<file path="config.mk">
export PLATFORM = sky130hd
export DESIGN_NAME = id_stage
export DESIGN_NICKNAME = d
export VERILOG_FILES = /design/src/rtl/id_stage.sv
export SDC_FILE = /design/constraint.sdc
export NUM_CORES = 2
export LEC_CHECK = 0
export ABC_AREA = 1
export BUFFER_PORTS_ARGS = -buffer_cell sky130_fd_sc_hd__buf_2
export CAP_MARGIN = 20
export CORE_MARGIN = 2
export CORE_UTILIZATION = 63
export DETAILED_ROUTE_END_ITERATION = 6
export MAX_ROUTING_LAYER = met4
export PLACE_DENSITY_LB_ADDON = 0.1
export SLEW_MARGIN = 5
export SYNTH_ARGS = -nofsm -noshare
export SYNTH_HDL_FRONTEND = slang
export SYNTH_SLANG_ARGS = --single-unit
</file>
<file path="constraint.sdc">
create_clock -name i_clk -period 3.4 [get_ports i_clk]
set_input_delay 0.17 -clock i_clk [delete_from_list [all_inputs] [get_ports i_clk]]
set_output_delay 0.17 -clock i_clk [all_outputs]
set_load 0.03 [all_outputs]
</file>
<file path="src/rtl/id_stage.sv">
// -----------------------------------------------------------------------------
// id_stage: instruction-decode stage of a 5-stage MIPS32 pipeline.
//
// Holds the IF/ID latch, the 32x32 register file and the ID/EX register.
// BEQ/BNE are resolved here; taken-branch, offset and stall go back to fetch.
//
// Ports
//   i_clk, i_reset            clock, synchronous active-high reset
//   i_if_pc, i_if_instruction PC / instruction from fetch
//   i_wb_write_en/dest/value  writeback port into the register file
//   i_ex_wb_en, i_ex_mem_read, i_ex_dest   EX-stage instruction info (hazards)
//   i_mem_wb_en, i_mem_dest                MEM-stage instruction info (hazards)
//   o_branch_taken, o_branch_offset, o_freeze   combinational, to fetch
//   o_id_ex_*                 registered ID/EX bundle
// -----------------------------------------------------------------------------
module id_stage #(
  parameter int WORD_LEN  = 32,
  parameter int REG_COUNT = 32
) (
  input  logic                i_clk,
  input  logic                i_reset,
  input  logic [WORD_LEN-1:0] i_if_pc,
  input  logic [WORD_LEN-1:0] i_if_instruction,
  input  logic                i_wb_write_en,
  input  logic [4:0]          i_wb_dest,
  input  logic [WORD_LEN-1:0] i_wb_value,
  input  logic                i_ex_wb_en,
  input  logic                i_ex_mem_read,
  input  logic [4:0]          i_ex_dest,
  input  logic                i_mem_wb_en,
  input  logic [4:0]          i_mem_dest,
  output logic                o_branch_taken,
  output logic [WORD_LEN-1:0] o_branch_offset,
  output logic                o_freeze,
  output logic                o_id_ex_valid,
  output logic [WORD_LEN-1:0] o_id_ex_pc,
  output logic [WORD_LEN-1:0] o_id_ex_val1,
  output logic [WORD_LEN-1:0] o_id_ex_val2,
  output logic [WORD_LEN-1:0] o_id_ex_imm,
  output logic [4:0]          o_id_ex_dest,
  output logic [3:0]          o_id_ex_alu_cmd,
  output logic                o_id_ex_mem_read,
  output logic                o_id_ex_mem_write,
  output logic                o_id_ex_wb_en
);

  localparam logic [5:0] OP_RTYPE = 6'h00;
  localparam logic [5:0] OP_ADDI  = 6'h08;
  localparam logic [5:0] OP_LW    = 6'h23;
  localparam logic [5:0] OP_SW    = 6'h2B;
  localparam logic [5:0] OP_BEQ   = 6'h04;
  localparam logic [5:0] OP_BNE   = 6'h05;

  localparam logic [5:0] F_ADD = 6'h20;
  localparam logic [5:0] F_SUB = 6'h22;
  localparam logic [5:0] F_AND = 6'h24;
  localparam logic [5:0] F_OR  = 6'h25;
  localparam logic [5:0] F_SLT = 6'h2A;

  logic                r_if_valid;
  logic [WORD_LEN-1:0] r_if_pc;
  logic [WORD_LEN-1:0] r_if_instr;
  logic [WORD_LEN-1:0] r_regs [REG_COUNT];

  logic [5:0]          w_op;
  logic [5:0]          w_funct;
  logic [4:0]          w_rs;
  logic [4:0]          w_rt;
  logic [4:0]          w_rd;
  logic [WORD_LEN-1:0] w_imm;
  logic [WORD_LEN-1:0] w_val1;
  logic [WORD_LEN-1:0] w_val2;
  logic [3:0]          w_alu_cmd;
  logic [4:0]          w_dest;
  logic                w_wb;
  logic                w_wb_en;
  logic                w_mem_read;
  logic                w_mem_write;
  logic                w_uses_rt;
  logic                w_is_beq;
  logic                w_is_bne;
  logic                w_load_use;
  logic                w_branch_haz;
  logic                w_freeze;
  logic                w_taken;

  assign w_op    = r_if_instr[31:26];
  assign w_rs    = r_if_instr[25:21];
  assign w_rt    = r_if_instr[20:16];
  assign w_rd    = r_if_instr[15:11];
  assign w_funct = r_if_instr[5:0];
  assign w_imm   = {{(WORD_LEN-16){r_if_instr[15]}}, r_if_instr[15:0]};

  // Non-writing instructions carry dest 0 so the ID/EX bundle never names a
  // register it will not write.
  always_comb begin
    w_alu_cmd   = 4'd0;
    w_dest      = 5'd0;
    w_wb        = 1'b0;
    w_mem_read  = 1'b0;
    w_mem_write = 1'b0;
    w_uses_rt   = 1'b0;
    w_is_beq    = 1'b0;
    w_is_bne    = 1'b0;
    case (w_op)
      OP_RTYPE: begin
        w_uses_rt = 1'b1;
        case (w_funct)
          F_ADD: begin w_wb = 1'b1; w_dest = w_rd; w_alu_cmd = 4'd0; end
          F_SUB: begin w_wb = 1'b1; w_dest = w_rd; w_alu_cmd = 4'd1; end
          F_AND: begin w_wb = 1'b1; w_dest = w_rd; w_alu_cmd = 4'd2; end
          F_OR:  begin w_wb = 1'b1; w_dest = w_rd; w_alu_cmd = 4'd3; end
          F_SLT: begin w_wb = 1'b1; w_dest = w_rd; w_alu_cmd = 4'd4; end
          default: ;
        endcase
      end
      OP_ADDI: begin w_wb = 1'b1; w_dest = w_rt; end
      OP_LW:   begin w_wb = 1'b1; w_dest = w_rt; w_mem_read = 1'b1; end
      OP_SW:   begin w_mem_write = 1'b1; w_uses_rt = 1'b1; end
      OP_BEQ:  begin w_is_beq = 1'b1; w_uses_rt = 1'b1; end
      OP_BNE:  begin w_is_bne = 1'b1; w_uses_rt = 1'b1; end
      default: ;
    endcase
  end

  assign w_wb_en = w_wb & (w_dest != 5'd0);

  // Write-through: a same-cycle writeback to the read index wins over the array.
  assign w_val1 = (w_rs == 5'd0) ? '0 :
                  (i_wb_write_en && (i_wb_dest == w_rs)) ? i_wb_value : r_regs[w_rs];
  assign w_val2 = (w_rt == 5'd0) ? '0 :
                  (i_wb_write_en && (i_wb_dest == w_rt)) ? i_wb_value : r_regs[w_rt];

  assign w_load_use = r_if_valid && i_ex_mem_read && (i_ex_dest != 5'd0) &&
                      ((i_ex_dest == w_rs) || (w_uses_rt && (i_ex_dest == w_rt)));

  // Branches compare in ID, so any in-flight producer of an operand stalls.
  assign w_branch_haz = r_if_valid && (w_is_beq || w_is_bne) &&
                        ((i_ex_wb_en && (i_ex_dest != 5'd0) &&
                          ((i_ex_dest == w_rs) || (i_ex_dest == w_rt))) ||
                         (i_mem_wb_en && (i_mem_dest != 5'd0) &&
                          ((i_mem_dest == w_rs) || (i_mem_dest == w_rt))));

  assign w_freeze = w_load_use || w_branch_haz;
  assign w_taken  = r_if_valid && !w_freeze &&
                    ((w_is_beq && (w_val1 == w_val2)) || (w_is_bne && (w_val1 != w_val2)));

  assign o_freeze        = w_freeze;
  assign o_branch_taken  = w_taken;
  assign o_branch_offset = w_imm;

  always_ff @(posedge i_clk) begin
    if (i_reset) begin
      r_if_valid <= 1'b0;
      r_if_pc    <= '0;
      r_if_instr <= '0;
      for (int i = 0; i < REG_COUNT; i++) r_regs[i] <= '0;
      o_id_ex_valid     <= 1'b0;
      o_id_ex_pc        <= '0;
      o_id_ex_val1      <= '0;
      o_id_ex_val2      <= '0;
      o_id_ex_imm       <= '0;
      o_id_ex_dest      <= 5'd0;
      o_id_ex_alu_cmd   <= 4'd0;
      o_id_ex_mem_read  <= 1'b0;
      o_id_ex_mem_write <= 1'b0;
      o_id_ex_wb_en     <= 1'b0;
    end else begin
      if (i_wb_write_en && (i_wb_dest != 5'd0)) r_regs[i_wb_dest] <= i_wb_value;

      if (w_freeze) begin
        // hold the latch
      end else if (w_taken) begin
        r_if_valid <= 1'b0;
        r_if_pc    <= '0;
        r_if_instr <= '0;
      end else begin
        r_if_valid <= 1'b1;
        r_if_pc    <= i_if_pc;
        r_if_instr <= i_if_instruction;
      end

      if (w_freeze) begin
        o_id_ex_valid     <= 1'b0;
        o_id_ex_pc        <= '0;
        o_id_ex_val1      <= '0;
        o_id_ex_val2      <= '0;
        o_id_ex_imm       <= '0;
        o_id_ex_dest      <= 5'd0;
        o_id_ex_alu_cmd   <= 4'd0;
        o_id_ex_mem_read  <= 1'b0;
        o_id_ex_mem_write <= 1'b0;
        o_id_ex_wb_en     <= 1'b0;
      end else begin
        o_id_ex_valid     <= r_if_valid;
        o_id_ex_pc        <= r_if_pc;
        o_id_ex_val1      <= w_val1;
        o_id_ex_val2      <= w_val2;
        o_id_ex_imm       <= w_imm;
        o_id_ex_dest      <= w_dest;
        o_id_ex_alu_cmd   <= w_alu_cmd;
        o_id_ex_mem_read  <= w_mem_read;
        o_id_ex_mem_write <= w_mem_write;
        o_id_ex_wb_en     <= w_wb_en;
      end
    end
  end

endmodule

</file>
==> metrics <==
Compound-Gate Fraction of Synth Area under 10%; P&R area growth vs syn 21.27%; # DRC 1; Num CTS Buffers about 130; core outline area 105,100 sq um; Clock Sink Count 1,223; f_max 239.1 MHz; Synth area leader edfxtp_1; EDFF count, synth 1,024; violated checks design-rule violations, negative setup slack; sequential area share after synthesis between 50% and 60%; Reg2Reg Depth 24; Synth async-reset ratio 0%; Critical Path RT 3.23 ns; Hold Crit Depth 6; Yosys reg bits 1,223; H-Tree Level Count 4; most instantiated cells after synthesis nand2_1, nand3_1, nor2_1; Worst Tran Pin Value 1.052 ns; largest net degree at the start of global routing between 60 and 70; # IOs 292; Nets 8,736; Hold WC Path Type input port to flip-flop; initial drt markers roughly 12,000; Arr. time, crit path 4.01 ns; via count 66,027; status finished with violations; share of the synthesized area in the top cell type between 40% and 50%; Post-Route Utilization 76.98%; first-pass GRT wire length 388.7 mm; layout cell share with drive strength beyond 1 between 10% and 20%; Final Hold Vio Count 0; Post-Synth Simple-Gate Area 27.38%; fin crit period 4.182 ns; Ys Warns 0; vias in the first global route 61,628; CTS tree done; worst vdd ir between 0.5 and 0.6 mV; hold path start i_wb_value[18]; hold slack ~0.017 ns; pre-CTS setup slack -0.3444 ns; CTS clock-pin slew for the worst setup and hold paths 0.06 ns; mux cell area share after synthesis 0%; CP max FO 12; syn_area_per_cell 8.223 sq um; main combinational cell family by area after synthesis simple AND/OR/NAND/NOR gates; GRT overflow 0; initial antenna violation count 4; DRT Pass-1 Iters 7; startpoint types flip-flop; Die Span X 329.4 microns; GR Util All Layers 50.57%; Initial Util 63.48%; Adder-Cell Fraction of Synth Area 0%; Final period util 123.0%; RSZ-0062 raised after global routing true; WL/cell 27.51 microns; setup_tns -20.20 ns; Worst Setup End Kind output pin; power density over the cells between 400 and 500 nW/um^2; Leak 34.53 nW; top-count cell post-synth nand2_1; deepest clock path buffer count 3; HPWL after detailed placement approximately 170 mm; Main synth FF type edfxtp_1; # rows 119; Die ar. 108,500 sq um; RR Endpoint r_if_pc[8]; die height 329.4 microns; hold endpoint o_id_ex_val1[18]; gpl congestion 1.011; Yosys cell types 38; Clk Latency, worst-skew pair 0.79 ns; headroom to the max-slew limit 29.88%; Worst Skew 0.02982 ns; Max Cap Violations 0; R2R setup slack -0.41 ns; routed vias/inst approximately 6.5; Final ANT Viol Nets 0; worst setup margin -0.7822 ns; Post-Synth XOR/XNOR Area 0.09188%; Setup violations, final 74; critical path class flip-flop to output pin; Synth Instances ~8,000; Final Slew Violations 0; Buffers on Ports 290; mapped cell area 66,720 sq um; clock root cell clkbuf_16; main area contributors after synthesis edfxtp_1, nand3_1, nand2_1; drt total wl between 200 and 300 mm
## registers in the layout, indices dropped and copies added (netlist names), named ones only
name               cells
r_regs              1024
o_id_ex_pc            32
o_id_ex_val1          32
o_id_ex_val2          32
r_if_instr            32
r_if_pc               32
o_id_ex_imm           16
o_id_ex_dest           5
o_id_ex_alu_cmd        3
o_id_ex_mem_read       1
o_id_ex_mem_write      1
o_id_ex_valid          1
o_id_ex_wb_en          1
r_if_valid             1
## worst max-delay path by stage
stage,from,cells after the start,slack [ns],end
2_1_floorplan,i_wb_dest[4],8,0.84,r_regs[11][0]
3_3_place_gp,flip-flop,22,-0.35,flip-flop
3_5_place_dp,flip-flop,24,-0.34,r_if_pc[26]
4_1_cts,flip-flop,23,-0.77,o_branch_taken
5_1_grt,flip-flop,24,-0.84,o_branch_taken
6_report,flip-flop,23,-0.78,o_branch_taken
## cell usage in the layout (no fill, tap or decap), types with 33 or more instances in the layout
cell type,instances
buf_2,287
edfxtp_1,1024
buf_12,137
clkbuf_16,165
buf_6,41
buf_4,480
nand3_1,1105
o21ai_0,138
or2_1,45
conb_1,33
a21oi_1,211
o211ai_1,552
nor2_1,1212
nand3_4,35
a21oi_2,46
nand2_2,80
nand2_1,1587
nand3_2,167
inv_1,825
dlygate4sd3_1,81
dfxtp_1,189
## stage by stage
| step | cell area (sq um) | instances | power (mW) |
|---|---|---|---|
| 2_1_floorplan | 66840 | 8146 | 21.44 |
| 3_3_place_gp | 72770 | 9727 | 24.29 |
| 3_5_place_dp | 72770 | 9727 | 24.42 |
| 4_1_cts | 78620 | 10059 | 39.04 |
| 5_1_grt | 80920 | 10118 | 40.77 |
| 6_report | 80920 | 10118 | 39.98 |
## worst max-delay path, cell delays in order (launching register included)
cell       delay [ns]
dfxtp_4          0.36
buf_12           0.16
clkbuf_16        0.18
buf_4            0.16
clkbuf_16        0.17
o211ai_1         0.18
nand3_1          0.15
nand3_2          0.17
nand3_2          0.19
nand2_4          0.19
nand2_1          0.07
nand2_1          0.08
nand2_1          0.06
nand2_1          0.09
nand2_1          0.11
nor2_2           0.13
nand2_2          0.10
nor2_4           0.14
nand2_2          0.08
nand2_2          0.08
nand3_4          0.08
buf_12           0.16
inv_4            0.04
buf_6            0.11
## logic make-up after synthesis
group	Yosys count
buffers and inverters	1591
and+or+nand+nor	4310
AOI/OAI and AO/OA	982
other	1
xor gates and xnor gates	7
DFF	1223
## layout make-up
| type | instances | area (sq um) |
|---|---|---|
| Fill cell | 7178 | 24200 |
| Clock buffer | 167 | 3677 |
| Inverter | 849 | 3269 |
| Clock inverter | 72 | 674.4 |
| Antenna cell | 4 | 10.01 |
| Timing Repair Buffer | 1079 | 10360 |
| Multi-Input combinational cell | 5332 | 26410 |
| Sequential cell | 1223 | 34770 |
| Tap cell | 1391 | 1740 |
| Timing Repair inverter | 1 | 11.26 |
## report_power, final
part           internal (mW)  switching [mW]
registers               17.1           0.382
logic                   2.59            5.16
clock network           8.51            6.27
total                   28.2            11.8
## layer usage
layer  vias to the layer above  GRT usage (%)  part of all wire (%)
li1                      27948              -                     -
met1                     30703          58.90                    32
met2                      5879          73.88                    43
met3                      1497          12.48                    15
met4                         0          42.24                    10
met5                         -              -                     0
## what timing repair did
action                                 in CTS  in global routing
endpoints found under the hold margin      99                  0
cloned                                      5                 27
hold buffers                               81                  0
setup endpoints to repair                  77                 77
pin swaps                                   4                 74
resized for setup                         111                309
buffers inserted                            7                 29
No activity file was read; power rests on OpenSTA's default activity.
